===== config.mk =====
export PLATFORM = sky130hd
export DESIGN_NAME = ssp_gen2
export DESIGN_NICKNAME = d
export VERILOG_FILES = /design/src/rtl/ssp_pkg.sv /design/src/rtl/ssp_fifo.sv /design/src/rtl/ssp_gen2.sv
export SDC_FILE = /design/constraint.sdc
export NUM_CORES = 1
export LEC_CHECK = 0
export CAP_MARGIN = 20
export CORE_UTILIZATION = 50
export CTS_CLUSTER_DIAMETER = 50
export DETAILED_ROUTE_END_ITERATION = 10
export GPL_ROUTABILITY_DRIVEN = 0
export PLACE_DENSITY = 0.78
export SLEW_MARGIN = 20
export SYNTH_ARGS = -nofsm -noshare
export SYNTH_HDL_FRONTEND = slang
export SYNTH_SLANG_ARGS = --single-unit

===== constraint.sdc =====
create_clock -name PCLK -period 2.65 [get_ports PCLK]
set_clock_uncertainty 0.05 [all_clocks]
set_input_delay 0.265 -clock PCLK [delete_from_list [all_inputs] [get_ports PCLK]]
set_output_delay 0.265 -clock PCLK [all_outputs]
set_load 0.005 [all_outputs]

===== src/rtl/ssp_pkg.sv =====
// Shared types and width helpers for the second-generation synchronous serial port.
package ssp_pkg;

    typedef enum logic [1:0] {
        TX_IDLE  = 2'd0,
        TX_SYNC  = 2'd1,
        TX_SHIFT = 2'd2
    } tx_state_e;

    // Occupancy counters need one extra bit so that "full" is distinct from "empty".
    function automatic int cnt_width(input int depth);
        return $clog2(depth) + 1;
    endfunction

    function automatic int ptr_width(input int depth);
        return $clog2(depth);
    endfunction

endpackage


===== src/rtl/ssp_fifo.sv =====
// Synchronous FIFO with occupancy count; push is ignored when full, pop is ignored when empty.
module ssp_fifo
    import ssp_pkg::*;
#(
    parameter  int WIDTH = 8,
    parameter  int DEPTH = 4,
    localparam int CW    = cnt_width(DEPTH),
    localparam int PW    = ptr_width(DEPTH)
) (
    input  logic             i_clk,
    input  logic             i_rst_n,
    input  logic             i_push,
    input  logic [WIDTH-1:0] i_wdata,
    input  logic             i_pop,
    output logic [WIDTH-1:0] o_rdata,
    output logic             o_empty,
    output logic [CW-1:0]    o_count
);

    logic [WIDTH-1:0] r_mem [DEPTH];
    logic [PW-1:0]    r_wptr;
    logic [PW-1:0]    r_rptr;
    logic [CW-1:0]    r_count;
    logic             w_full;
    logic             w_push;
    logic             w_pop;

    assign w_full  = (r_count == CW'(DEPTH));
    assign o_empty = (r_count == '0);
    assign w_push  = i_push && !w_full;
    assign w_pop   = i_pop && !o_empty;
    assign o_rdata = r_mem[r_rptr];
    assign o_count = r_count;

    // NOTE: the storage array has no reset; r_count alone says which entries are valid.
    always_ff @(posedge i_clk) begin
        if (w_push) begin
            r_mem[r_wptr] <= i_wdata;
        end
    end

    // NOTE: sequential state uses non-blocking assignments so every flop sees pre-edge values.
    always_ff @(posedge i_clk or negedge i_rst_n) begin
        if (!i_rst_n) begin
            r_wptr  <= '0;
            r_rptr  <= '0;
            r_count <= '0;
        end else begin
            if (w_push) r_wptr <= r_wptr + PW'(1);
            if (w_pop)  r_rptr <= r_rptr + PW'(1);
            unique case ({w_push, w_pop})
                2'b10:   r_count <= r_count + CW'(1);
                2'b01:   r_count <= r_count - CW'(1);
                default: r_count <= r_count;
            endcase
        end
    end

endmodule


===== src/rtl/ssp_gen2.sv =====
// Second-generation SSP: CPU-side TX/RX FIFOs, master serial transmitter with
// back-to-back framing, slave receiver with synchronised inputs and overrun flag.
module ssp_gen2
    import ssp_pkg::*;
#(
    parameter int DATA_WIDTH = 8,
    parameter int FIFO_DEPTH = 4,
    parameter int CLK_DIV    = 4,
    parameter int TX_WMARK   = 1,
    parameter int RX_WMARK   = 1
) (
    input  logic                  PCLK,
    input  logic                  CLEAR_B,
    input  logic                  PSEL,
    input  logic                  PWRITE,
    input  logic [DATA_WIDTH-1:0] PWDATA,
    output logic [DATA_WIDTH-1:0] PRDATA,
    input  logic                  SSPCLKIN,
    input  logic                  SSPFSSIN,
    input  logic                  SSPRXD,
    output logic                  SSPCLKOUT,
    output logic                  SSPFSSOUT,
    output logic                  SSPTXD,
    output logic                  SSPOE_B,
    output logic                  SSPTXINTR,
    output logic                  SSPRXINTR,
    output logic                  SSPRORINTR
);

    localparam int CW   = cnt_width(FIFO_DEPTH);
    localparam int DIVW = $clog2(CLK_DIV);
    localparam int BCW  = $clog2(DATA_WIDTH) + 1;
    localparam logic [DIVW-1:0] DIV_LAST  = DIVW'(CLK_DIV - 1);
    localparam logic [DIVW-1:0] DIV_HALF  = DIVW'(CLK_DIV / 2 - 1);
    localparam logic [BCW-1:0]  BITS_LAST = BCW'(DATA_WIDTH - 1);
    localparam logic [BCW-1:0]  BITS_ALL  = BCW'(DATA_WIDTH);

    logic                  w_cpu_wr;
    logic                  w_cpu_rd;
    logic                  w_srise;
    logic                  w_tx_pop;
    logic [DATA_WIDTH-1:0] w_tx_rdata;
    logic                  w_tx_empty;
    logic [CW-1:0]         w_tx_count;
    logic                  w_rx_push;
    logic                  w_rx_last;
    logic                  w_rx_full;
    logic                  w_rx_fall;
    logic [DATA_WIDTH-1:0] w_rx_word;
    logic [DATA_WIDTH-1:0] w_rx_rdata;
    logic                  w_rx_empty;
    logic [CW-1:0]         w_rx_count;

    logic [DIVW-1:0]       r_div;
    logic                  r_clkout;
    tx_state_e             r_state;
    logic [DATA_WIDTH-1:0] r_tx_sh;
    logic [DATA_WIDTH-1:0] r_hold;
    logic                  r_held;
    logic [BCW-1:0]        r_tx_bits;
    logic                  r_fss;
    logic                  r_txd;
    logic                  r_oe_b;
    logic [2:0]            r_clkin_sync;
    logic [1:0]            r_fssin_sync;
    logic [1:0]            r_rxd_sync;
    logic                  r_armed;
    logic [BCW-1:0]        r_rx_bits;
    logic [DATA_WIDTH-1:0] r_rx_sh;
    logic [DATA_WIDTH-1:0] r_prdata;
    logic                  r_txintr;
    logic                  r_rxintr;
    logic                  r_ror;

    assign w_cpu_wr  = PSEL && PWRITE;
    assign w_cpu_rd  = PSEL && !PWRITE;
    assign w_srise   = (r_div == DIV_LAST);
    // The TX FIFO is popped when a frame starts from idle, or into the holding register while the LSB goes out.
    assign w_tx_pop  = w_srise && !w_tx_empty &&
                       ((r_state == TX_IDLE) || (r_state == TX_SHIFT && r_tx_bits == BCW'(1)));
    assign w_rx_fall = r_clkin_sync[2] && !r_clkin_sync[1];
    assign w_rx_word = {r_rx_sh[DATA_WIDTH-2:0], r_rxd_sync[1]};
    assign w_rx_last = w_rx_fall && r_armed && (r_rx_bits == BCW'(1));
    assign w_rx_full = (w_rx_count == CW'(FIFO_DEPTH));
    assign w_rx_push = w_rx_last && !w_rx_full;

    ssp_fifo #(.WIDTH(DATA_WIDTH), .DEPTH(FIFO_DEPTH)) u_tx_fifo (
        .i_clk   (PCLK),
        .i_rst_n (CLEAR_B),
        .i_push  (w_cpu_wr),
        .i_wdata (PWDATA),
        .i_pop   (w_tx_pop),
        .o_rdata (w_tx_rdata),
        .o_empty (w_tx_empty),
        .o_count (w_tx_count)
    );

    ssp_fifo #(.WIDTH(DATA_WIDTH), .DEPTH(FIFO_DEPTH)) u_rx_fifo (
        .i_clk   (PCLK),
        .i_rst_n (CLEAR_B),
        .i_push  (w_rx_push),
        .i_wdata (w_rx_word),
        .i_pop   (w_cpu_rd),
        .o_rdata (w_rx_rdata),
        .o_empty (w_rx_empty),
        .o_count (w_rx_count)
    );

    always_ff @(posedge PCLK or negedge CLEAR_B) begin
        if (!CLEAR_B) begin
            r_div    <= '0;
            r_clkout <= 1'b0;
        end else if (w_srise) begin
            r_div    <= '0;
            r_clkout <= 1'b1;
        end else begin
            r_div <= r_div + DIVW'(1);
            if (r_div == DIV_HALF) r_clkout <= 1'b0;
        end
    end

    always_ff @(posedge PCLK or negedge CLEAR_B) begin
        if (!CLEAR_B) begin
            r_state   <= TX_IDLE;
            r_tx_sh   <= '0;
            r_hold    <= '0;
            r_held    <= 1'b0;
            r_tx_bits <= '0;
            r_fss     <= 1'b0;
            r_txd     <= 1'b0;
            r_oe_b    <= 1'b1;
        end else if (w_srise) begin
            unique case (r_state)
                TX_IDLE: begin
                    if (!w_tx_empty) begin
                        r_tx_sh <= w_tx_rdata;
                        r_fss   <= 1'b1;
                        r_state <= TX_SYNC;
                    end
                end
                TX_SYNC: begin
                    r_fss     <= 1'b0;
                    r_txd     <= r_tx_sh[DATA_WIDTH-1];
                    r_tx_sh   <= r_tx_sh << 1;
                    r_oe_b    <= 1'b0;
                    r_tx_bits <= BITS_LAST;
                    r_state   <= TX_SHIFT;
                end
                TX_SHIFT: begin
                    if (r_tx_bits != '0) begin
                        r_txd     <= r_tx_sh[DATA_WIDTH-1];
                        r_tx_sh   <= r_tx_sh << 1;
                        r_tx_bits <= r_tx_bits - BCW'(1);
                        if (r_tx_bits == BCW'(1) && !w_tx_empty) begin
                            r_hold <= w_tx_rdata;
                            r_held <= 1'b1;
                            r_fss  <= 1'b1;
                        end
                    end else if (r_held) begin
                        r_fss     <= 1'b0;
                        r_held    <= 1'b0;
                        r_txd     <= r_hold[DATA_WIDTH-1];
                        r_tx_sh   <= r_hold << 1;
                        r_tx_bits <= BITS_LAST;
                    end else begin
                        r_txd   <= 1'b0;
                        r_oe_b  <= 1'b1;
                        r_state <= TX_IDLE;
                    end
                end
                default: r_state <= TX_IDLE;
            endcase
        end
    end

    // All three serial inputs see the same synchroniser delay, so data and frame sync stay aligned to the clock edge.
    always_ff @(posedge PCLK or negedge CLEAR_B) begin
        if (!CLEAR_B) begin
            r_clkin_sync <= '0;
            r_fssin_sync <= '0;
            r_rxd_sync   <= '0;
            r_armed      <= 1'b0;
            r_rx_bits    <= '0;
            r_rx_sh      <= '0;
        end else begin
            r_clkin_sync <= {r_clkin_sync[1:0], SSPCLKIN};
            r_fssin_sync <= {r_fssin_sync[0], SSPFSSIN};
            r_rxd_sync   <= {r_rxd_sync[0], SSPRXD};
            if (w_rx_fall) begin
                if (!r_armed) begin
                    if (r_fssin_sync[1]) begin
                        r_armed   <= 1'b1;
                        r_rx_bits <= BITS_ALL;
                    end
                end else begin
                    r_rx_sh <= w_rx_word;
                    if (r_rx_bits == BCW'(1)) begin
                        r_armed   <= r_fssin_sync[1];
                        r_rx_bits <= BITS_ALL;
                    end else begin
                        r_rx_bits <= r_rx_bits - BCW'(1);
                    end
                end
            end
        end
    end

    always_ff @(posedge PCLK or negedge CLEAR_B) begin
        if (!CLEAR_B) begin
            r_prdata <= '0;
            r_txintr <= 1'b0;
            r_rxintr <= 1'b0;
            r_ror    <= 1'b0;
        end else begin
            if (w_cpu_rd && !w_rx_empty) r_prdata <= w_rx_rdata;
            r_txintr <= (int'(w_tx_count) <= TX_WMARK);
            r_rxintr <= (int'(w_rx_count) >= RX_WMARK);
            if (w_rx_last && w_rx_full) r_ror <= 1'b1;
            else if (w_cpu_rd)          r_ror <= 1'b0;
        end
    end

    assign PRDATA     = r_prdata;
    assign SSPCLKOUT  = r_clkout;
    assign SSPFSSOUT  = r_fss;
    assign SSPTXD     = r_txd;
    assign SSPOE_B    = r_oe_b;
    assign SSPTXINTR  = r_txintr;
    assign SSPRXINTR  = r_rxintr;
    assign SSPRORINTR = r_ror;

endmodule


==> Yosys cells after proc, flatten, opt, wreduce, memory -nomap -nowiden <==
Memory sizes are Yosys's and may differ from the RTL's. A register that Yosys moved wholly into a read port is not among the register bits.
Index checks and enable logic that the tools add are counted.
{ "word_totals": {"elab_cells": 142, "output_inout_bits": 15, "mem_bits_rw": 64, "mem_count": 2, "regBits": 65, "latchBits": 0, "rom_bits": 0, "in_bits": 15} }
{ "mem_list": {"columns": ["name", "words", "width", "read_ports", "rd_ports_with_merged_regs", "write_ports", "line", "text"], "rows": [
  ["u_rx_fifo.r_mem", 4, 8, 1, 1, 1, "ssp_fifo.sv:20", "logic [WIDTH-1:0] r_mem [DEPTH];"],
  ["u_tx_fifo.r_mem", 4, 8, 1, 0, 1, "ssp_fifo.sv:20", null]
]} }
{ "classes": {"mux": 40, "reduce_logical": 44, "bitwise": 0, "shifts": 0, "mul": 0, "order_cmp": 2, "n_eq_ne": 18, "add_sub_neg": 11, "div_mod_pow": 0} }
{ "op_table": {"columns": ["operator", "count"], "rows": [
  ["8-bit 2-to-1 mux", 3],
  ["8-bit case mux with 3 select lines", 1],
  ["1-bit 2-to-1 mux", 20],
  ["4-bit 2-to-1 mux", 5],
  ["4-bit AND reduction", 4],
  ["1-bit logical AND", 15],
  ["3-bit case mux with 2 select lines", 2],
  ["2-bit nonzero test", 6],
  ["2-bit by 1-bit adder with 2-bit output, second input constant", 5],
  ["2-bit by 1-bit equality test with 1-bit output, second input constant", 4],
  ["2-bit equality test, second input constant", 4],
  ["4-bit by 1-bit equality test with 1-bit output, second input constant", 2],
  ["2-bit 2-to-1 mux", 4],
  ["4-bit case mux with 2 select lines", 1],
  ["4-bit by 1-bit subtractor with 4-bit output, second input constant", 2],
  ["1-bit logical NOT", 7],
  ["3-bit by 1-bit adder with 3-bit output, second input constant", 2],
  ["3-bit equality test, second input constant", 2],
  ["3-bit logical NOT", 2],
  ["2-bit != test, second input constant", 3],
  ["3-bit by 2-bit != test with 1-bit output, second input constant", 2],
  ["2-bit case mux with 3 select lines", 1],
  ["2-bit AND reduction", 3],
  ["3-bit AND reduction", 2],
  ["11 further kinds", 13]
]} }

==> Depth between registers and ports, before layout <==
Gate-level depths: netlist of the first run.
{ "depth": {"word_depth": 8, "ltp_mapped": 9, "depth_no_buf": 9} }

==> Modules after synthesis <==
From an unflattened synthesis of the first run, not the netlist that was laid out.
{ "hier_totals": {"cells_unflattened": 402, "area_unflattened_um2": 5930.7} }
{ "by_module_without_submodules": {"columns": ["mod", "seq_area_each_um2", "n_inst", "cells_per_inst", "area_each_um2"], "rows": [
  ["ssp_fifo", 1136.1, 2, 79, 1590.3],
  ["ssp_gen2", 1477.7, 1, 244, 2750.1]
]} }

==> Worst setup path before layout of the first run <==
OpenSTA, ideal clock, no wires.
{ "synth_timing": {"kind": "reg2reg", "from": "register r_state[0]", "to": "register u_tx_fifo.r_count[2], in the netlist u_tx_fifo.o_count[2]", "stages_incl_launch_ff": 9, "setup_ps": 79, "synth_period_minus_slack_ps": 2031, "arrival_time_ps": 1902, "required_ps": 2521, "slack_ps": 619, "n_path_buf": 1, "path_cell_list": "dfrtp_1 inv_1 ha_1 buf_2 and4bb_2 o211a_1 ha_1 nor2_1 xor2_1"} }
{ "synth_via": {"elab_chain_cells": 7, "elab_cells_between_ends": 10, "classes_between": "eq/ne: 3; mux: 1; reduce/logical: 6"} }
{ "synth_lines": {"columns": ["item", "line", "text"], "rows": [
  ["start, declared", "ssp_gen2.sv:56", "tx_state_e r_state;"],
  ["start signal, assigned", "ssp_gen2.sv:124", "r_state <= TX_IDLE;"],
  ["start signal, assigned", "ssp_gen2.sv:138", "r_state <= TX_SYNC;"],
  ["start signal, assigned", "ssp_gen2.sv:147", "r_state <= TX_SHIFT;"],
  ["2-bit equality test", "ssp_gen2.sv:80", "((r_state == TX_IDLE) || (r_state == TX_SHIFT && r_tx_bits == BCW'(1)));"],
  ["1-bit logical AND", "ssp_gen2.sv:80", null],
  ["1-bit logical OR *", "ssp_gen2.sv:80", null],
  ["1-bit logical AND *", "ssp_gen2.sv:79", "assign w_tx_pop = w_srise && !w_tx_empty &&"],
  ["1-bit logical AND *", "ssp_fifo.sv:31", "assign w_pop = i_pop && !o_empty;"],
  ["named net u_tx_fifo.w_pop", "ssp_fifo.sv:26", "logic w_pop;"],
  ["2-bit by 1-bit equality test with 1-bit output or 2-bit equality test (tied branches)", "ssp_fifo.sv:51", "unique case ({w_push, w_pop})"],
  ["3-bit case mux with 2 select lines or 2-bit nonzero test (tied branches)", null, null],
  ["end signal, assigned", "ssp_fifo.sv:52", "2'b10: r_count <= r_count + CW'(1);"],
  ["end signal, assigned", "ssp_fifo.sv:53", "2'b01: r_count <= r_count - CW'(1);"],
  ["end signal, assigned", "ssp_fifo.sv:54", "default: r_count <= r_count;"],
  ["end, declared", "ssp_fifo.sv:23", "logic [CW-1:0] r_count;"]
]} }
Mark *: on every way through the listed nets, which the timed path passes. The rest lies on a longest branch.
A chain may end at the register's enable or synchronous reset.

==> Final worst setup path of the first run <==
Same ends and word-level chain as after synthesis.

==> impl_metrics.toml, run 1 <==
[cells_and_area]
area_growth_pct = 17.0
final_util_pct = 60.1
n_antenna_cell = 0
finalNetCount = 469
final_cell_mix = "dfrtp_1 (72), edfxtp_1 (64), ha_1 (31), clkdlybuf4s50_1 (28), mux2_2 (26)"
layout-drive-gt1-share_pct = 20.9
final_common_cell = "dfrtp_1"
final_area_mm2 = 0.00687
fill_cells = 870

[critical_path]
cp.arrival_ns = 2.49
cp_common_cell = "ha_1"
crit_family = "adder cells"
crit_chain = "inv_1 > ha_1 > and4bb_2 > o211a_1 > ha_1 > mux2i_1 > nor2_1 > xor2_1"
endpoint_kind = "flop"
path_class = "reg -> reg"
critPathMaxStageDelay_ns = 0.42
start_kind = "flop"
critPathBufInv = 1
worstPathRequired_ns = 2.90
crit_slowest_cell = "dfrtp_1"
cp_max_fo = 11

[synth]
synth_flop_cell = "dfrtp_1"
syn_area_mm2 = 0.00587
syn_nets = 429
yosysWarnings = 0
ys_ff_latch = 137
ys_types = 49
postSynthAreaPerCell_um2 = 15.3
seq_area_frac_synth_pct = 63.9
synthCells = 383
async_flop_share_pct = 53.3
synth_edf_count = 64

[detailed_routing]
route.detailed.drc = 0
dr.first_iter.drc_count = 170
dr_total_vias = 3157
dr.pass1.iters = 5
viasPerCell = 5.45
detail_route.wl_per_cell_um = 16.5
wl_um = 9550
final_antenna_net_count = 0

[cts]
cts_resized = 0
cts_max_level = 4
postCtsHoldBufs = 1
clock_latency_ns = 0.42
clock_path_buffers = 2
root_buffer = "clkbuf_16"
cts_tree = "built"
clk_pin_slew_worst_paths_ns = 0.06
cts_made_buffers = 17
cts.sinks = 137
post_cts_buffers = 0

[global_routing]
antenna_found_initial = 0
grt_usage_pct = 18.5
grt_pass1_vias = 3218
grt.overflow.total = 0
grt_pass1_wl_um = 16100
grt_max_degree = 74

[power_and_ir_drop]
clock_power_share_pct = 30.7
p_seq_share_pct = 44.5
p_switching_mw = 2.15
p_per_area_mw_per_mm2 = 1060
combinationalPowerShare_pct = 24.8
intPower_mw = 5.10
vdd.ir_drop.worst_mv = 0.651
switching_share_pct = 29.6
p_leak_nw = 2.76

[timing]
tightest_slew_ns = 0.937
slew_headroom_pct = 37.5
slew_violations = 0
setup_viol = 0
period_minus_slack_ns = 2.24
grt_setup_unrepaired = "false"
tns_ns = 0
whs_ns = 0.239
hold_viol_final = 0
min_period_over_period_pct = 84.5
fmax_mhz = 446

[floorplan]
initial_core_util_pct = 51.4
ios = 30
dieArea_mm2 = 0.0122
die_w_um = 110
fp.coreArea_mm2 = 0.0114
rows = 39
die_h_um = 110

[worst_hold_path]
hold_class = "in -> reg"

[run]
drv_cap = 0

[place]
dp_hpwl_um = 6160
postPlaceCellArea_mm2 = 0.00630
portBuffers = 29

[status]
status = "complete, no violations"
==> registers in the layout (all words and copies together) (netlist names), 4 cells and up <==
signal,flops
r_rx_sh,7
u_tx_fifo.r_mem,32
r_hold,8
r_rx_bits,4
r_tx_bits,4
PRDATA,8
u_rx_fifo.r_mem,32
r_tx_sh,8
==> stage by stage <==
step	cells	power, mW	worst slack (ns)
finish	579	7.25	0.410
global route	579	7.69	0.247
CTS	579	7.34	0.416
detailed placement	546	5.07	0.434
global placement	546	4.97	0.518
floorplan	383	4.44	0.619
==> power by group through the flow <==
stage | clock [mW] | combinational, mW | sequential, mW
finish | 2.23 | 1.80 | 3.22
global route | 2.36 | 2.02 | 3.32
CTS | 2.27 | 1.83 | 3.24
detailed placement | 0 | 1.81 | 3.26
global placement | 0 | 1.73 | 3.24
floorplan | 0 | 1.40 | 3.04
==> cell families (layout without fill, tap and decap cells) <==
group / after synthesis / count (layout) / synth area share [%]
AOI/OAI and AO/OA: 50 / 50 / 7.16
xor gates and xnor gates: 12 / 12 / 1.79
adders and majority gates: 31 / 31 / 6.61
buffers and inverters: 36 / 89 / 2.69
DFF: 137 / 137 / 63.9
muxes: 45 / 45 / 11.6
and+or+nand+nor: 72 / 72 / 6.24
==> routing by layer <==
metal  wire length, um  track usage [%]  vias to the layer above
met4               215             9.68                        0
met5                 0                0                        -
met2              4620             28.0                       59
met1              4370             24.2                     1583
li1                  -                -                     1490
met3               344             5.47                       25
==> final cells by class <==
class                      instances  area (um^2)  share of cell area, %
clock buffer                      18          429                   6.25
clock inverter                    14          131                   1.91
inverter                          23         86.3                   1.26
multi-input combinational        210         1960                   28.6
sequential                       137         3750                   54.6
tap                              143          179                   2.61
timing repair buffer              34          328                   4.77
==> path summary, 6_finish.rpt <==
kind | start | endpoint | depth (start not counted) | slack [ns]
worst max-delay path | r_state[0]$_DFFE_PN0P_ | u_tx_fifo.o_count[2]$_DFFE_PN0P_ | 8 | 0.41
worst min-delay path | SSPCLKIN | r_clkin_sync[0]$_DFF_PN0_ | 1 | 0.24
worst max register to register | r_state[0]$_DFFE_PN0P_ | u_tx_fifo.o_count[2]$_DFFE_PN0P_ | 8 | 0.41
worst min register to register | r_rxd_sync[0]$_DFF_PN0_ | r_rxd_sync[1]$_DFF_PN0_ | 0 | 0.30
max in group asynchronous | CLEAR_B | u_rx_fifo.r_wptr[0]$_DFFE_PN0P_ | 2 | 1.46
min in group asynchronous | CLEAR_B | r_tx_bits[0]$_DFFE_PN0P_ | 2 | 0.49
==> cells in the mapped netlist, drive strengths merged, types with 2 or more instances <==
cell type   n  area (um^2)
xnor2       9         78.8
o31ai       7         52.6
nor3        2         10.0
dfrtp      72         1800
a31oi       2         12.5
ha         31          388
edfxtp     64         1920
nand2b      2         12.5
a221oi      7          105
o21ai      11         55.1
buf         8         52.6
o22a        3         26.3
mux2       26          293
mux4       16          360
nand2      25         93.8
a21oi       7         38.8
a32o        2         20.0
a22o        2         17.5
inv        23         86.3
nor2       18         67.6
nand3       3         15.0
xor2        3         26.3
a21o        2         22.5
and2        9         56.3
and4bb      2         25.0
nor2b       2         12.5
mux2i       3         30.0
clkbuf      5         18.8
Power figures use the tool's default switching activity.
==> run 2, diff against run 1 <==
==> constraint.sdc (replaced) <==
create_clock -name PCLK -period 2.1 [get_ports PCLK]
set_clock_uncertainty 0.05 [all_clocks]
set_input_delay 0.21 -clock PCLK [delete_from_list [all_inputs] [get_ports PCLK]]
set_output_delay 0.21 -clock PCLK [all_outputs]
set_load 0.005 [all_outputs]
==> impl_metrics.toml, run 2 (same netlist as run 1, synthesis figures left out) <==
[run]
drv_cap = 0

[cells_and_area]
final_common_cell = "dfrtp_1"
final_util_pct = 62.7
final_cell_mix = "dfrtp_1 (71), edfxtp_1 (64), ha_1 (30), clkdlybuf4s50_1 (28), mux2_2 (26)"
finalNetCount = 488
final_area_mm2 = 0.00716
layout-drive-gt1-share_pct = 25.7
reg_top3 = "u_rx_fifo.r_mem x32, u_tx_fifo.r_mem x32"
fill_cells = 843
area_growth_pct = 22.0
multi_input_area_mm2 = 0.00198
ff_latch_area_mm2 = 0.00375
n_antenna_cell = 0

[detailed_routing]
detail_route.wl_per_cell_um = 17.2
dr.first_iter.drc_count = 185
viasPerCell = 5.42
final_antenna_net_count = 0
route.detailed.drc = 0
dr.pass1.iters = 4
dr_total_vias = 3242
wl_um = 10300

[global_routing]
global_route.usage.met2_pct = 29.9
grt_pass1_vias = 3261
grt_util_met3_pct = 4.82
grt_usage_pct = 18.7
antenna_found_initial = 0
top_usage_layer = "met2"
use_met1_pct = 24.1
grt.overflow.total = 0
grt_max_degree = 36
grt_pass1_wl_um = 16400

[status]
status = "complete, no violations"

[power_and_ir_drop]
switching_share_pct = 29.1
p_per_area_mw_per_mm2 = 1360
p_seq_share_pct = 40.8
clock_power_share_pct = 33.3
p_leak_nw = 2.89
p_switching_mw = 2.85
intPower_mw = 6.93
vdd.ir_drop.worst_mv = 0.608
finalPower_mw = 9.78
combinationalPowerShare_pct = 25.9

[cts]
cts_tree = "built"
clock_latency_ns = 0.42
clock_path_buffers = 2
root_buffer = "clkbuf_16"
cts_made_buffers = 17
cts_max_level = 4
clk_pin_slew_worst_paths_ns = 0.06
cts.sinks = 137

[place]
postPlaceCellArea_mm2 = 0.00648
dp_hpwl_um = 6530
portBuffers = 29

[critical_path]
endpoint_kind = "flop"
path_class = "reg -> reg"
crit_start = "r_tx_bits[0]$_DFFE_PN0P_"
worstPathRequired_ns = 2.35
start_kind = "flop"
worstReg2RegStart = "r_tx_bits[0]$_DFFE_PN0P_"
cp_max_fo = 6
cp.arrival_ns = 2.25

[timing]
tightest_slew_ns = 0.471
whs_ns = 0.186
hold_viol_final = 0
setup_viol = 0
fmax_mhz = 500
grt_setup_unrepaired = "false"
slew_headroom_pct = 68.6
slew_violations = 0
period_minus_slack_ns = 2.00
min_period_over_period_pct = 95.3
tns_ns = 0

[floorplan]
die_w_um = 110
die_h_um = 110
dieArea_mm2 = 0.0122
rows = 39
fp.coreArea_mm2 = 0.0114
initial_core_util_pct = 51.4
ios = 30

[worst_hold_path]
hold_class = "in -> reg"
hp-start = "SSPCLKIN"
run 2: cell count changes in the layout (fill, tap and decap cells not counted), moves of 2 or more:
cell,delta
buf_12,+4
buf_4,+15
bufinv_16,+3
clkinv_1,-3
clkinv_2,-4
inv_1,-2
inv_2,+2
inv_6,+3
run 2: final cells by class:
type	count	area share [%]
sequential	137	52.4
inverter	23	1.21
clock inverter	13	3.00
clock buffer	19	6.04
tap	143	2.50
timing repair buffer	53	7.27
multi-input combinational	210	27.6
run 2: timing repair:
| item | CTS | global route |
|---|---|---|
| buffers inserted | 0 | 1 |
| resized for setup | 2 | 5 |
| pin swaps | 0 | 1 |
| setup endpoints to repair | 2 | 10 |
| hold endpoints to repair | 32 | 0 |
| hold buffers | 1 | 0 |
run 2: worst paths after layout:
check                                       endpoint  slack [ns]  cells after the start
max in group asynchronous        SSPOE_B$_DFFE_PN1P_        1.12                      3
min in group asynchronous   r_tx_bits[0]$_DFFE_PN0P_        0.24                      2
max                           r_state[0]$_DFFE_PN0P_         0.1                      6
max reg2reg                   r_state[0]$_DFFE_PN0P_         0.1                      6
min reg2reg                r_fssin_sync[1]$_DFF_PN0_        0.30                      0
min                        r_clkin_sync[0]$_DFF_PN0_        0.19                      1
run 2: per-layer routing:
layer  wire, um  vias up
met4        217        0
met3        304       19
met1       4530     1642
met5          0        -
met2       5230       60
li1           -     1521
run 2: power by group through the flow:
stage	clock, mW	sequential [mW]	combinational (mW)
3_3_place_gp	0	3.96	2.37
4_1_cts	3.29	3.98	2.54
3_5_place_dp	0	4.01	2.47
2_1_floorplan	0	3.84	1.76
6_report	3.25	3.99	2.54
5_1_grt	3.41	4.07	2.83
run 2: worst max-delay path: stages, from the launching register on:
cell and delay [ns]:
dfrtp_2 0.44, inv_2 0.08, ha_2 0.19, or3b_4 0.43, o21ai_1 0.21, nand3_1 0.17
mux2_2 0.32
run 2: per-stage QoR:
step / instances / worst slack, ns
finish: 598 / 0.0989
global route: 598 / 0.0187
CTS: 597 / 0.0711
detailed placement: 564 / 0.0220
global placement: 564 / 0.103
floorplan: 383 / 0.0689
==> run 3, diff against run 2 <==
--- a/config.mk
+++ b/config.mk
@@ -10,7 +10,7 @@
 export CTS_CLUSTER_DIAMETER = 50
 export DETAILED_ROUTE_END_ITERATION = 10
 export GPL_ROUTABILITY_DRIVEN = 0
-export PLACE_DENSITY = 0.78
+export PLACE_DENSITY = 0.68
 export SLEW_MARGIN = 20
 export SYNTH_ARGS = -nofsm -noshare
 export SYNTH_HDL_FRONTEND = slang
==> impl_metrics.toml, run 3 (same netlist as run 1, synthesis figures left out) <==
[cells_and_area]
finalNetCount = 485
layout-drive-gt1-share_pct = 25.2
final_cell_mix = "dfrtp_1 (71), edfxtp_1 (64), ha_1 (29), clkdlybuf4s50_1 (28), mux2_2 (26)"
reg_top3 = "u_rx_fifo.r_mem x32, u_tx_fifo.r_mem x32"
final_area_mm2 = 0.00704
area_growth_pct = 19.9
n_antenna_cell = 0
final_common_cell = "dfrtp_1"

[global_routing]
grt_max_degree = 39
antenna_found_initial = 0
grt_usage_pct = 18.3
grt.overflow.total = 0
grt_pass1_vias = 3403
grt_pass1_wl_um = 16000

[detailed_routing]
highest_layer = "met4"
viasPerCell = 5.35
dr_total_vias = 3183
wl_um = 9680
final_antenna_net_count = 0
dr.pass1.iters = 4
wl_met1_um = 4400
wl_met2_um = 4780
route.detailed.drc = 0
dr.first_iter.drc_count = 118
met3_length_um = 377
detail_route.wl_per_cell_um = 16.3

[power_and_ir_drop]
p_per_area_mw_per_mm2 = 1310
p_leak_nw = 2.83
vdd.ir_drop.worst_mv = 0.772

[critical_path]
critPathMaxStageDelay_ns = 0.44
start_kind = "flop"
critPathBufInv = 1
worstPathRequired_ns = 2.34
crit_chain = "inv_1 > ha_2 > or3b_4 > a21o_4 > a221oi_2 > o31ai_1"
crit_slowest_cell = "dfrtp_2"
cp.depth = 6
worst-r2r-cell-count = 6
crit_family = "compound AO/OA/AOI/OAI gates"
path_class = "reg -> reg"
cp.arrival_ns = 2.25
cp_max_fo = 7
endpoint_kind = "flop"

[timing]
setup_viol = 0
min_period_over_period_pct = 95.3
fmax_mhz = 499
hold_viol_final = 0
slew_headroom_pct = 67.1
grt_setup_unrepaired = "false"
slew_violations = 0
tns_ns = 0
tightest_slew_ns = 0.493
period_minus_slack_ns = 2.00

[place]
postPlaceCellArea_mm2 = 0.00645
portBuffers = 29
dp_hpwl_um = 6340

[cts]
root_buffer = "clkbuf_16"
cts_max_level = 4
clock_path_buffers = 2
cts_made_buffers = 17
clk_pin_slew_worst_paths_ns = 0.06
cts_tree = "built"
clock_latency_ns = 0.41
cts.sinks = 137

[floorplan]
ios = 30
dieArea_mm2 = 0.0122
initial_core_util_pct = 51.4
die_h_um = 110
die_w_um = 110
rows = 39
fp.coreArea_mm2 = 0.0114

[run]
drv_cap = 0

[status]
status = "complete, no violations"

[worst_hold_path]
whs_path_depth = 1
hold_class = "in -> reg"
## run 3: cell count changes in the layout (fill, tap and decap cells not counted), sizes merged
| cell | previous run | this run |
|---|---|---|
| clkinvlp | 1 | 2 |
| buf | 24 | 21 |
| clkinv | 3 | 5 |
| inv | 27 | 23 |
| bufinv | 5 | 1 |
| clkbuf | 19 | 24 |
## run 3: routing by layer
metal  vias up  global-route usage, %
li1       1515                      -
met4         0                   7.24
met3        10                   5.64
met2        57                   29.6
met1      1601                   22.9
met5         -                      0
## run 3: through the flow
step | hold slack, ns | power [mW] | std cells | util, % | setup slack [ns]
2_1_floorplan | -0.136 | 5.60 | 383 | - | 0.0689
3_3_place_gp | 0.161 | 6.36 | 561 | 56.5 | 0.0992
3_5_place_dp | 0.163 | 6.47 | 561 | 56.5 | 0.0195
4_1_cts | 0.178 | 9.29 | 594 | 61.5 | 0.0257
5_1_grt | 0.194 | 9.78 | 595 | 61.6 | 0.00823
6_report | 0.192 | 9.22 | 595 | 61.6 | 0.0978
## run 3: final cells by class
| type | count | area [um^2] |
|---|---|---|
| clock buffers | 24 | 482 |
| clock inverters | 8 | 73.8 |
| fillers | 885 | 4380 |
| inverters | 23 | 86.3 |
| multi-input cells | 210 | 1980 |
| flip-flops and latches | 137 | 3750 |
| well taps | 143 | 179 |
| repair buffers | 50 | 485 |
## run 3: repair_timing
action	in CTS	in global routing
hold endpoints to repair	35	0
setup endpoints to repair	2	8
gates resized for setup	2	5
hold buffers	1	0
setup buffers	0	1
pin swaps	0	1
## run 3: power breakdown
group / leakage [nW] / switching, mW / internal, mW
sequential: 1.46 / 0.493 / 3.47
combinational: 1.10 / 1.16 / 1.32
clock: 0.270 / 1.06 / 1.71
total: 2.83 / 2.72 / 6.50
## run 3: worst reg2reg max path: cells and delay by family (launching register included)
kind	cells	cell delay (ns)
AOI/OAI and AO/OA	3	0.65
and+or+nand+nor	1	0.43
buffers and inverters	1	0.10
DFF	1	0.44
adders and majority gates	1	0.21
## run 3: final timing paths
check	start	endpoint	slack [ns]
worst max-delay path	r_tx_bits[0]$_DFFE_PN0P_	r_tx_sh[2]$_DFFE_PN0P_	0.1
max in group asynchronous	CLEAR_B	SSPOE_B$_DFFE_PN1P_	1.12
worst max register to register	r_tx_bits[0]$_DFFE_PN0P_	r_tx_sh[2]$_DFFE_PN0P_	0.1
worst min-delay path	SSPRXD	r_rxd_sync[0]$_DFF_PN0_	0.19
min in group asynchronous	CLEAR_B	PRDATA[7]$_DFFE_PN0P_	0.25
worst min register to register	r_clkin_sync[0]$_DFF_PN0_	r_clkin_sync[1]$_DFF_PN0_	0.30
==> RTL change, RTL diff (settings of run 3) <==
Set the parameter `DATA_WIDTH` to 4 (it was 8).
--- a/src/rtl/ssp_gen2.sv
+++ b/src/rtl/ssp_gen2.sv
@@ -3,7 +3,7 @@
 module ssp_gen2
     import ssp_pkg::*;
 #(
-    parameter int DATA_WIDTH = 8,
+    parameter int DATA_WIDTH = 4,
     parameter int FIFO_DEPTH = 4,
     parameter int CLK_DIV    = 4,
     parameter int TX_WMARK   = 1,
Interface: changed (resized PRDATA and PWDATA); port bits go from 30 to 22. The function was not compared with the original's and may differ.
==> RTL change against run 3 <==
Hold slack better by 43 ps. Power down 41%. Cell count down 27%. Final area down 36%. Sequential cell count down 50. Area after synthesis down 33%. Worst setup slack better by 8.4 ps. Routed wire length down 37%.
==> RTL change: results (changes against run 3) <==
stage,metric,value,unit,change
synth,Async SR Flop Fraction,0.632,,+0.0993
power_and_ir_drop,worst vdd ir,0.512,mV,-34%
run_status,status,"finished, final reports clean",,
worst_setup_path,WP data arrival,2230,ps,-20 ps
floorplan,core area,7690,µm²,-33%
routing,DR vias,2194,,-31%
placement,placed cells,415,,-26%
finish,Largest regs,"u_rx_fifo.r_mem (16), u_tx_fifo.r_mem (16)",,
grt,GRT Util Overall,0.171,,-0.0120
routing,vias per inst,5.08,,-5.1%
finish,Non-clk bufs,32,,-36%
placement,detailed placement HPWL,4480,µm,-29%
finish,Filler cells,630,,-29%
routing,met2 WL post-DR,2850,µm,-40%
finish,inverters,25,,+8.7%
grt,GRT met3 Usage,0.0412,,-0.0152
finish,comb_multi_in,170,,-19%
power_and_ir_drop,Leakage Power,0.00188,µW,-33%
sta,Max Freq,502,MHz,+0.42%
routing,WL met3,215,µm,-43%
finish,post-layout net count,366,,-25%
grt,largest net degree at the start of global routing,27,,-31%
sta,Final Hold Slack,235,ps,+43.3 ps
grt,number of global-route vias before repair,2178,,-36%
synth,sequential share of the synthesized area,0.592,,-0.0467
finish,Util after Layout,0.589,,-0.0272
worst_setup_path,family with the most delay on the worst path,simple AND/OR/NAND/NOR gates,,
cts,clock root cell,clkbuf_8,,
finish,area of the multi-input gates,1480,µm²,-25%
synth,synth top area cells,"dfrtp_1, edfxtp_1, ha_1, mux4_2, mux2_2",,
cts,post-cts sizing count,0,,-2
routing,met1 wire length,2960,µm,-33%
grt,first-pass GRT wire length,10700,µm,-33%
sta,relative slew slack,0.588,,-0.0834
placement,number of buffers added on ports,21,,-28%
cts,Worst-Skew Late Latency,350,ps,-60 ps
finish,Layout clock area frac,0.0431,,-0.0358
synth,"EDFF count, synth",32,,-50%
finish,register share of the cell area,0.517,,-0.0164
placement,DP Area,4310,µm²,-33%
worst_setup_path,crit-path max cell delay,460,ps,+20 ps
synth,Synth Net Count,329,,-23%
power_and_ir_drop,Sw Ratio,0.320,,+0.0253
grt,met1 Usage GRT,0.243,,+0.0143
cts,clock-pin slew on the worst setup and hold paths,90,ps,+30 ps
finish,layout cells sized above 1,0.164,,-0.0886
routing,final WL,6140,µm,-37%
cts,total CTS buffers,9,,-8
grt,met2 GRT Util,0.253,,-0.0432
finish,Final non-clock buffer share,0.0641,,-0.00489
synth,"Distinct cells, synth",46,,-6.1%
synth,Syn Inst Count,288,,-25%
finish,flip-flop and latch count,87,,-36%
cts,H-tree depth,3,,-1
min_path,hold endpoint,r_fssin_sync[0],,
==> RTL change: changes by cell type after synthesis, sizes merged, moves of 6 or more <==
| cell | before | now |
|---|---|---|
| o31ai | 7 | 1 |
| buf | 8 | 2 |
| mux4 | 16 | 8 |
| a221oi | 7 | 0 |
| mux2 | 26 | 15 |
| nor2 | 18 | 11 |
| dfrtp | 72 | 54 |
| nand2 | 25 | 19 |
| edfxtp | 64 | 32 |
| a21oi | 7 | 15 |
==> RTL change: cells by family after synthesis <==
family | after synthesis | synth area share
AOI/OAI and AO/OA | 41 | 0.0697
xor gates and xnor gates | 12 | 0.0266
adders and majority gates | 30 | 0.0950
buffers and inverters | 31 | 0.0352
DFF | 87 | 0.592
muxes | 28 | 0.102
and+or+nand+nor | 59 | 0.0795
==> RTL change: power by group through the flow <==
stage	clock network, µW	logic, µW	registers [µW]
2_1_floorplan	0	1250	2540
3_3_place_gp	0	1610	2670
3_5_place_dp	0	1640	2690
4_1_cts	1200	1650	2650
5_1_grt	1250	1880	2730
6_report	1150	1650	2650
